===== config.mk =====
export PLATFORM = sky130hd
export DESIGN_NAME = stack_ctrl
export DESIGN_NICKNAME = d
export VERILOG_FILES = /design/src/rtl/stack_ctrl.sv
export SDC_FILE = /design/constraint.sdc
export NUM_CORES = 1
export LEC_CHECK = 0
export ABC_AREA = 0
export ABC_CLOCK_PERIOD_IN_PS = 3100
export CAP_MARGIN = 20
export CORE_MARGIN = 3
export CORE_UTILIZATION = 60
export DETAILED_ROUTE_END_ITERATION = 8
export HOLD_SLACK_MARGIN = 0.02
export PLACE_DENSITY = 0.79
export SLEW_MARGIN = 20
export SYNTH_ARGS = -nofsm -noshare
export SYNTH_HDL_FRONTEND = slang
export SYNTH_SLANG_ARGS = --single-unit

===== constraint.sdc =====
create_clock -name clk -period 3.1 [get_ports clk]
set_input_delay 0.62 -clock clk [delete_from_list [all_inputs] [get_ports clk]]
set_output_delay 0.62 -clock clk [all_outputs]
set_load 0.03 [all_outputs]

===== src/rtl/stack_ctrl.sv =====
// stack_ctrl: LIFO controller for the return-address and data stacks.
// Optional macro STACK_CTRL_WRAP_EN turns push-on-full into a circular overwrite.
module stack_ctrl #(
  parameter int WIDTH = 10,
  parameter int DEPTH = 16,
  parameter int AW    = 4
) (
  input  logic             clk,
  input  logic             reset,
  input  logic             activar,
  input  logic             push,
  input  logic             clear,
  input  logic [WIDTH-1:0] din,
  output logic [WIDTH-1:0] top,
  output logic             full,
  output logic             empty,
  output logic [AW:0]      count,
  output logic             ovf,
  output logic             unf
);

  localparam logic [AW-1:0] SP1  = AW'(1);
  localparam logic [AW:0]   CNT1 = (AW+1)'(1);
  localparam logic [AW:0]   CMAX = (AW+1)'(DEPTH);

  logic [WIDTH-1:0] mem [DEPTH];
  logic [AW-1:0]    sp;
  logic [AW-1:0]    sp_m1;
  logic [AW:0]      cnt;
  logic             do_push;
  logic             do_pop;
  logic             wr;

  assign sp_m1   = sp - SP1;
  assign count   = cnt;
  assign full    = (cnt == CMAX);
  assign empty   = (cnt == '0);
  assign top     = empty ? '0 : mem[sp_m1];
  assign do_push = ~clear & activar & push;
  assign do_pop  = ~clear & activar & ~push;

`ifdef STACK_CTRL_WRAP_EN
  assign wr = reset & do_push;
`else
  assign wr = reset & do_push & ~full;
`endif

  // Storage write; contents survive reset, reset at the edge blocks it.
  always_ff @(posedge clk) begin
    if (wr) mem[sp] <= din;
  end

  // Pointer, occupancy and sticky error flags.
  always_ff @(posedge clk or negedge reset) begin
    if (!reset) begin
      sp  <= '0;
      cnt <= '0;
      ovf <= 1'b0;
      unf <= 1'b0;
    end else if (clear) begin
      sp  <= '0;
      cnt <= '0;
      ovf <= 1'b0;
      unf <= 1'b0;
    end else if (do_push) begin
      if (!full) begin
        sp  <= sp + SP1;
        cnt <= cnt + CNT1;
      end else begin
        ovf <= 1'b1;
`ifdef STACK_CTRL_WRAP_EN
        sp  <= sp + SP1;
`endif
      end
    end else if (do_pop) begin
      if (!empty) begin
        sp  <= sp_m1;
        cnt <= cnt - CNT1;
      end else begin
        unf <= 1'b1;
      end
    end
  end

endmodule


==> results of run 1 <==
-- placed cells by master (no fill, tap or decap), types with 4 or more instances in the layout --
cell type,Yosys,routed
sky130_fd_sc_hd__edfxtp_1,160,160
sky130_fd_sc_hd__nand3_1,6,6
sky130_fd_sc_hd__nand2_1,6,6
sky130_fd_sc_hd__mux2i_1,25,18
sky130_fd_sc_hd__nor2_1,23,23
sky130_fd_sc_hd__mux2i_2,0,7
sky130_fd_sc_hd__inv_1,5,5
sky130_fd_sc_hd__ha_1,8,7
sky130_fd_sc_hd__clkinv_2,0,4
sky130_fd_sc_hd__clkdlybuf4s50_1,0,22
sky130_fd_sc_hd__clkbuf_16,0,17
sky130_fd_sc_hd__o22ai_2,0,10
sky130_fd_sc_hd__a21oi_1,4,4
sky130_fd_sc_hd__mux4_2,40,40
sky130_fd_sc_hd__xor2_1,5,4
sky130_fd_sc_hd__dfrtp_1,11,9
sky130_fd_sc_hd__buf_4,1,39
sky130_fd_sc_hd__nor3_1,5,5
-- tightest hold or removal path: stages, from the launching register on --
cell and delay [ns]:
sky130_fd_sc_hd__dfrtp_1 0.35, sky130_fd_sc_hd__a31oi_1 0.04, sky130_fd_sc_hd__nor2_1 0.08
-- cell type report --
type / count / area [um^2]
Multi-Input combinational cell: 162 / 1900
Tap cell: 140 / 175
Clock buffer: 19 / 433
Sequential cell: 171 / 5080
Timing Repair Buffer: 66 / 613
Inverter: 5 / 18.8
Clock inverter: 13 / 150
Fill cell: 639 / 2760
-- sequential cells by signal, summed over array words and instances, names as in the netlist --
register,flops
ovf,1
count,5
sp,4
mem,160
unf,1
-- stage by stage --
stage	power [mW]	setup TNS, ns	hold WS, ns	setup WS [ns]	utilization
3_5_place_dp	6.53	0	0.508	0.365	0.692
4_1_cts	8.82	-0.0102	0.523	-0.00617	0.750
3_3_place_gp	6.48	0	0.497	0.411	0.692
2_1_floorplan	5.40	0	0.324	0.112	-
5_1_grt	9.21	-0.0114	0.547	-0.0102	0.752
6_report	8.83	0	0.509	0.0684	0.752
-- per-layer routing --
metal  global-route usage  up-vias  wire (um)
li1                     -     1576          -
met1                0.326     1868       5560
met2                0.404      171       7390
met3               0.0488       32        991
met4                0.110        0        434
met5                    0        -          0
-- cells by family after synthesis --
kind of cell / synth area share
buffers and inverters: 0.0193
xor gates and xnor gates: 0.0100
DFF: 0.726
adders and majority gates: 0.0143
muxes: 0.167
and+or+nand+nor: 0.0352
AOI/OAI and AO/OA: 0.0288
-- worst paths after layout --
| check | startpoint | endpoint | depth (start not counted) |
|---|---|---|---|
| min | ovf | ovf | 2 |
| max reg2reg | count[1] | mem[0][8] | 5 |
| max in group asynchronous | reset | sp[0] | 2 |
| min in group asynchronous | reset | count[4] | 2 |
| max | sp[1] | top[0] | 7 |
| min reg2reg | ovf | ovf | 2 |
-- power by group through the flow --
stage	combinational (mW)	clock [mW]	sequential, mW
after floorplan	2.63	0	2.77
final	4.05	2.08	2.70
after detailed placement	3.79	0	2.75
after global placement	3.74	0	2.74
after CTS	4.02	2.11	2.70
after global routing	4.29	2.20	2.71
-- what timing repair did --
item | 4_1_cts | 5_1_grt
gates resized for setup | 6 | 7
buffers inserted | 1 | 1
pin swaps | 0 | 1
gates cloned | 1 | 0
endpoints found under the setup margin | 3 | 11
==> results.txt, run 1 <==
The floorplan row count came out at 38. The ratio of total power to cell area came out at ~1100 nW/um^2. The count of synthesis-stage warnings from yosys is 0. The count of flip-flops with a built-in enable after synthesis came out at 160. The class of the worst hold path is reg -> reg.

The via count of the first global-routing pass was between 3000 and 4000. The clock-pin slew of the registers on the worst-case setup and hold paths is 0.06 ns. The largest driver fanout on the critical path is 9. The total internal power came out at between 5 and 6 mW.

The total of hold buffers inserted after clock tree synthesis came out at 0. The longest individual stage delay on the worst path is roughly 0.42 ns. The share of power burned in registers is 0.306. The number of nets handed over by synthesis was about 380. The max-capacitance violation count came out at 0. The flip-flop and latch count after synthesis came out at 171. The layout overhead on the synthesized area came out at 19.6%. The die outline area is ~13000 um^2.

The detailed-route vias per instance is around 6.3. The commonest cells after synthesis are sky130_fd_sc_hd__edfxtp_1 (160), sky130_fd_sc_hd__mux4_2 (40), sky130_fd_sc_hd__mux2i_1 (25). The endpoint kind of the worst setup timing path is a primary output. The core footprint is 11100 um^2. The total non-filler cell area in the finished layout is roughly 8400 um^2. The number of design-rule violations left by the first detailed-router iteration is between 400 and 500. The predominant post-synthesis flop cell is sky130_fd_sc_hd__edfxtp_1. The combinational fraction of design power is 0.459. In the post-synthesis netlist, the cell with the most instances is sky130_fd_sc_hd__edfxtp_1.

After detailed routing, the average wire length per cell comes to around 25 um. By startpoint and endpoint, the worst setup path is classified as reg -> out. The cell type group with the largest total delay on the critical path is multiplexers.

The deepest level of the CTS H-tree is 4. The worst clock skew came out at 0.0149 ns. The clock tree buffer depth is 2. The die width is about 110 um. In this design, the critical path's most frequently occurring cell is sky130_fd_sc_hd__buf_4. The initial antenna violation count is 0. Traced cell by cell, the critical path runs through inv_1 > ha_4 > buf_4 > mux4_2 > mux2i_1 > o22ai_2 > buf_4. Across all layers, the routed design uses approximately 3600 vias. The count of final hold-check violations was 0. For this design, the slowest cell found on the critical path is sky130_fd_sc_hd__dfrtp_2. The fraction of registers with async set or reset after synthesis is 0.0643.

The maximum ir drop on the vdd rail is 1.36 mV. The final count of pins violating max slew came to 0. The total net switching power came out at ~3.1 mW. The reported leakage power is 2.84 nW. The minimum period implied by the final worst setup slack came out at slightly above 3 ns. The period utilization is 0.978. Of the total power, the share spent switching nets is 0.354.

The slew at the pin closest to its max-slew limit is 0.579 ns. The count of boundary I/O pins is 34. CTS placed an instance of sky130_fd_sc_hd__clkbuf_16 at the clock tree root.

The total cell area at the placement stage is roughly 7700 um^2. After detailed routing, the number of remaining DRC violations is 0. The run finished with clean final reports. The critical path contains buffers and inverters numbering 3 combined. The fraction of final layout cells with drive strength greater than 1 came out at 0.323. The share of the synthesized area in the top cell type is 0.686. In the synthesized netlist, the number of instances is roughly 360. The data arrival time at the worst-slack endpoint is approximately 2.4 ns.

The first-pass GRT wire length is between 20 and 25 mm. By area the synthesized netlist is led by sky130_fd_sc_hd__edfxtp_1 (69%), sky130_fd_sc_hd__mux4_2 (13%), sky130_fd_sc_hd__dfrtp_1 (3.9%). The worst setup path is launched from a register.

The antenna diode instance count is 0. The estimated wirelength of the detail-placed design is a little under 9 mm. TritonCTS built the clock tree.

The number of iterations in the first detailed-routing pass is 5. The share of total power dissipated in the clock network is 0.235. The post-synthesis average cell area is roughly 19 um^2.

The relative slew slack is 0.613. The largest net degree at the start of global routing is 33. The setup slack of the worst register-to-register path came out at about 0.94 ns.

The biggest area contributor in the post-synthesis netlist is sky130_fd_sc_hd__edfxtp_1. The clock sink count came out at 171. At the end of routability-driven placement, the weighted congestion stood at approximately 0.93. The number of port buffers came out at 33. The required time of the critical path is roughly 2.5 ns.

The synthesized cell area is around 7000 um^2. For this run, the total global-route usage over all layers was measured as 0.247. Summed over all layers, the global routing overflow is 0. The sequential cell area fraction in the yosys report is 0.726. The number of nets at the end of the flow came out at 446. The number of placed instances, taps included, is ~540. The floorplan step set the die height to between 100 and 150 um. The initial core utilization is 0.629. After detailed routing, the total wire length is approximately 14 mm.

The clock insertion delay at the later pin of the skew report came out at around 0.43 ns. The count of non-filler cells in the finished layout is roughly 580. The setup-violating endpoint count in the final report is 0. The synthesized netlist contains 38 unique library cells. Setup repair after global routing could not meet its margin everywhere.

The peak clock frequency supported by timing came out at about 330 MHz. TritonCTS created 17 clock buffers. The number of antenna-violating nets in the routed design is 0.
Note: power is estimated with default switching activity, not from simulation.
==> run 2, diff against run 1 <==
--- a/config.mk
+++ b/config.mk
@@ -8,12 +8,13 @@
 export ABC_AREA = 0
 export ABC_CLOCK_PERIOD_IN_PS = 3100
 export CAP_MARGIN = 20
+export CORE_ASPECT_RATIO = 0.8
 export CORE_MARGIN = 3
 export CORE_UTILIZATION = 60
 export DETAILED_ROUTE_END_ITERATION = 8
 export HOLD_SLACK_MARGIN = 0.02
-export PLACE_DENSITY = 0.79
-export SLEW_MARGIN = 20
+export PLACE_DENSITY = 0.9
+export SLEW_MARGIN = 0
 export SYNTH_ARGS = -nofsm -noshare
 export SYNTH_HDL_FRONTEND = slang
 export SYNTH_SLANG_ARGS = --single-unit
==> results.txt, run 2 (synthesis results as in run 1) <==
The worst setup path is captured at a primary output. The total cell area at the placement stage came out at approximately 7700 um^2. Based on the critical path, the design can be clocked at up to between 300 and 400 MHz. Across the routed clock network, the largest skew measured is between 0.008 and 0.009 ns. The max-capacitance violation count is 0.

Once layout is complete, the cells apart from fillers number roughly 580. The deepest level of the CTS H-tree is 4. The total non-filler cell area in the finished layout came out at around 8400 um^2. The initial antenna violation count came out at 0. For this design the top-level I/O count stands at 34.

The clock insertion delay at the later pin of the skew report is approximately 0.42 ns. The top cell types in the final layout, fill and taps aside, are sky130_fd_sc_hd__edfxtp_1 (160), sky130_fd_sc_hd__buf_4 (41), sky130_fd_sc_hd__mux4_2 (40). The number of iterations in the first detailed-routing pass came out at 5.

The clock tree buffer depth is 2. Traced cell by cell, the critical path runs through inv_1 > ha_4 > buf_4 > mux4_2 > mux2i_2 > o22ai_2 > buf_4. The run finished with clean final reports.

Of the cells placed in the final design, the portion with a size suffix greater than 1 is 0.341. The number of design-rule violations left by the first detailed-router iteration is between 400 and 500. The period utilization is 0.977. The slowest stage of the critical path is the sky130_fd_sc_hd__dfrtp_2 cell. The initial core utilization came out at 0.628.

At the pin with the least slew margin, the transition time is 0.634 ns. The core utilization of the finished layout is 0.751. Of the total power, the clock network draws 0.231.

Setup violations remaining at the end of the flow were counted as 0. The antenna diode instance count is 0. Counting both buffers and inverters, the worst setup path holds a total of 3. The combinational fraction of design power came out at 0.465.

The clock-pin slew of the registers on the worst-case setup and hold paths came out at 0.07 ns. From bottom edge to top edge, the die measures a little over 100 um. The most common cell after layout, fill and taps aside is sky130_fd_sc_hd__edfxtp_1. The reported leakage power is 2.82 nW.

On the worst path, the slowest cell contributes a delay of between 0.4 and 0.5 ns. For the final routed database, the setup TNS stands at 0 ns. The share of power burned in registers came out at 0.304. Counting I/O delays and the setup requirement, the final critical path takes between 3 and 4 ns.

The initialized floorplan defines 34 standard-cell rows. For this run, the total global-route usage over all layers was measured as 0.240. The detailed-route vias per instance is 6.29. The total internal power is ~5.6 mW.

The final count of pins violating max slew is 0. The via count of the first global-routing pass is 3814. The data arrival time at the worst-slack endpoint came out at 2.41 ns. The number of nets at the end of the flow is approximately 450.

The total congestion overflow is 0. The total of hold buffers inserted after clock tree synthesis is 0. The total net switching power came out at between 3 and 4 mW. The count of placed standard cells including taps is approximately 550. The ratio of total power to cell area came out at around 1100 nW/um^2. Across all layers, the routed design uses roughly 3700 vias. The setup path with the least slack is of type reg -> out.

The kind of cell with the highest combined delay along the critical path is multiplexers. The die outline area is 13000 um^2. From left edge to right edge, the die measures around 130 um.

Entering global routing, the biggest net connects 36 pins. The count of final hold-check violations is 0. TritonCTS built the clock tree. The post-detailed-route DRC marker count is 0.

The count of nets left with antenna violations once routing finished came out at 0. The buffer type at the clock tree root is sky130_fd_sc_hd__clkbuf_16. The tightest min-delay check is of the reg -> reg type. The number of port buffers is 33. The kind of start point of the critical path is a register. mem holds more flip-flops than any other register. The final wirelength is about 14 mm. The layout overhead on the synthesized area came out at 19.6%.

The total of fill cells in the finished design is approximately 640. Counting stages on the worst path, the most repeated cell is sky130_fd_sc_hd__buf_4. The final routed wire length divided by cell count came out at about 25 um. The clock sink count is between 150 and 200. The core footprint came out at ~11000 um^2. Detailed placement ended at an HPWL of roughly 9 mm. The maximum ir drop on the vdd rail came out at between 0.8 and 0.9 mV.

Setup repair after global routing left no endpoint under its margin. Hold is met by ~0.51 ns. The required time of the critical path is roughly 2.5 ns.

The first-pass GRT wire length came out at about 22 mm. The largest driver fanout on the critical path came out at 8. The final estimated routing congestion in global placement is between 0.8 and 0.9. The register with the most flip-flops in the layout has between 150 and 200 of them. The TritonCTS buffer count came out at 17. The setup slack of the worst register-to-register path is between 1 and 1.5 ns.

In this run the tightest slew margin relative to its limit is 0.576. The switching share of power is 0.364.
[run 2: cell types whose count changed in the layout (fill, tap and decap cells not counted), moves of 2 or more]
cell	delta
sky130_fd_sc_hd__clkinv_1	-2
sky130_fd_sc_hd__buf_12	-2
sky130_fd_sc_hd__inv_6	+2
sky130_fd_sc_hd__mux2i_4	+2
sky130_fd_sc_hd__clkbuf_1	-2
sky130_fd_sc_hd__buf_4	+2
sky130_fd_sc_hd__mux2i_1	-3
[run 2: metrics by stage]
step | setup slack [ns] | total power, mW
6_report | 0.0722 | 8.85
3_3_place_gp | 0.270 | 6.47
3_5_place_dp | 0.164 | 6.57
5_1_grt | 0.00281 | 9.19
4_1_cts | 0.0281 | 8.75
2_1_floorplan | 0.112 | 5.40
[run 2: final timing paths]
kind | start | to | cells after the start
max | sp[0] | top[6] | 7
min | unf | unf | 2
max reg2reg | count[0] | mem[2][4] | 5
min reg2reg | unf | unf | 2
max in group asynchronous | reset | sp[1] | 2
min in group asynchronous | reset | count[4] | 2
[run 2: power groups by stage]
| stage | Clock (mW) | Sequential, mW | Combinational, mW |
|---|---|---|---|
| 6_report | 2.04 | 2.69 | 4.11 |
| 5_1_grt | 2.17 | 2.70 | 4.32 |
| 4_1_cts | 2.07 | 2.69 | 3.99 |
| 3_5_place_dp | 0 | 2.73 | 3.83 |
| 3_3_place_gp | 0 | 2.73 | 3.74 |
| 2_1_floorplan | 0 | 2.77 | 2.63 |
[run 2: what timing repair did]
| item | 4_1_cts | 5_1_grt |
|---|---|---|
| gates resized for setup | 14 | 6 |
| setup buffers | 0 | 1 |
| pin swaps | 0 | 0 |
| setup endpoints to repair | 10 | 9 |
[run 2: layer usage]
layer | wire length, um | vias up | GRT usage
li1 | - | 1590 | -
met4 | 367 | 0 | 0.0866
met5 | 0 | - | 0
met1 | 5980 | 1897 | 0.333
met3 | 966 | 29 | 0.0642
met2 | 7090 | 141 | 0.378
[run 2: cell type report]
type,count,area [um^2],area share
tap,144,180,0.0215
clock buffer,17,425,0.0508
multi-input combinational,162,1930,0.230
clock inverter,14,146,0.0175
sequential,171,5080,0.607
inverter,5,18.8,0.00224
timing repair buffer,68,593,0.0708
[run 2: worst register-to-register path, delay by kind of cell (launching register included)]
kind	cells	cell delay, ns
buffers and inverters	1	0.22
AND/OR/NAND/NOR	3	0.87
flip-flops	1	0.46
AO/OA/AOI/OAI	1	0.25
==> run 3, diff against run 2 <==
--- a/config.mk
+++ b/config.mk
@@ -6,7 +6,6 @@
 export NUM_CORES = 1
 export LEC_CHECK = 0
 export ABC_AREA = 0
-export ABC_CLOCK_PERIOD_IN_PS = 3100
 export CAP_MARGIN = 20
 export CORE_ASPECT_RATIO = 0.8
 export CORE_MARGIN = 3
==> results of run 3 <==
Same layout as run 2: the final DEF is identical, and so are final timing and power.
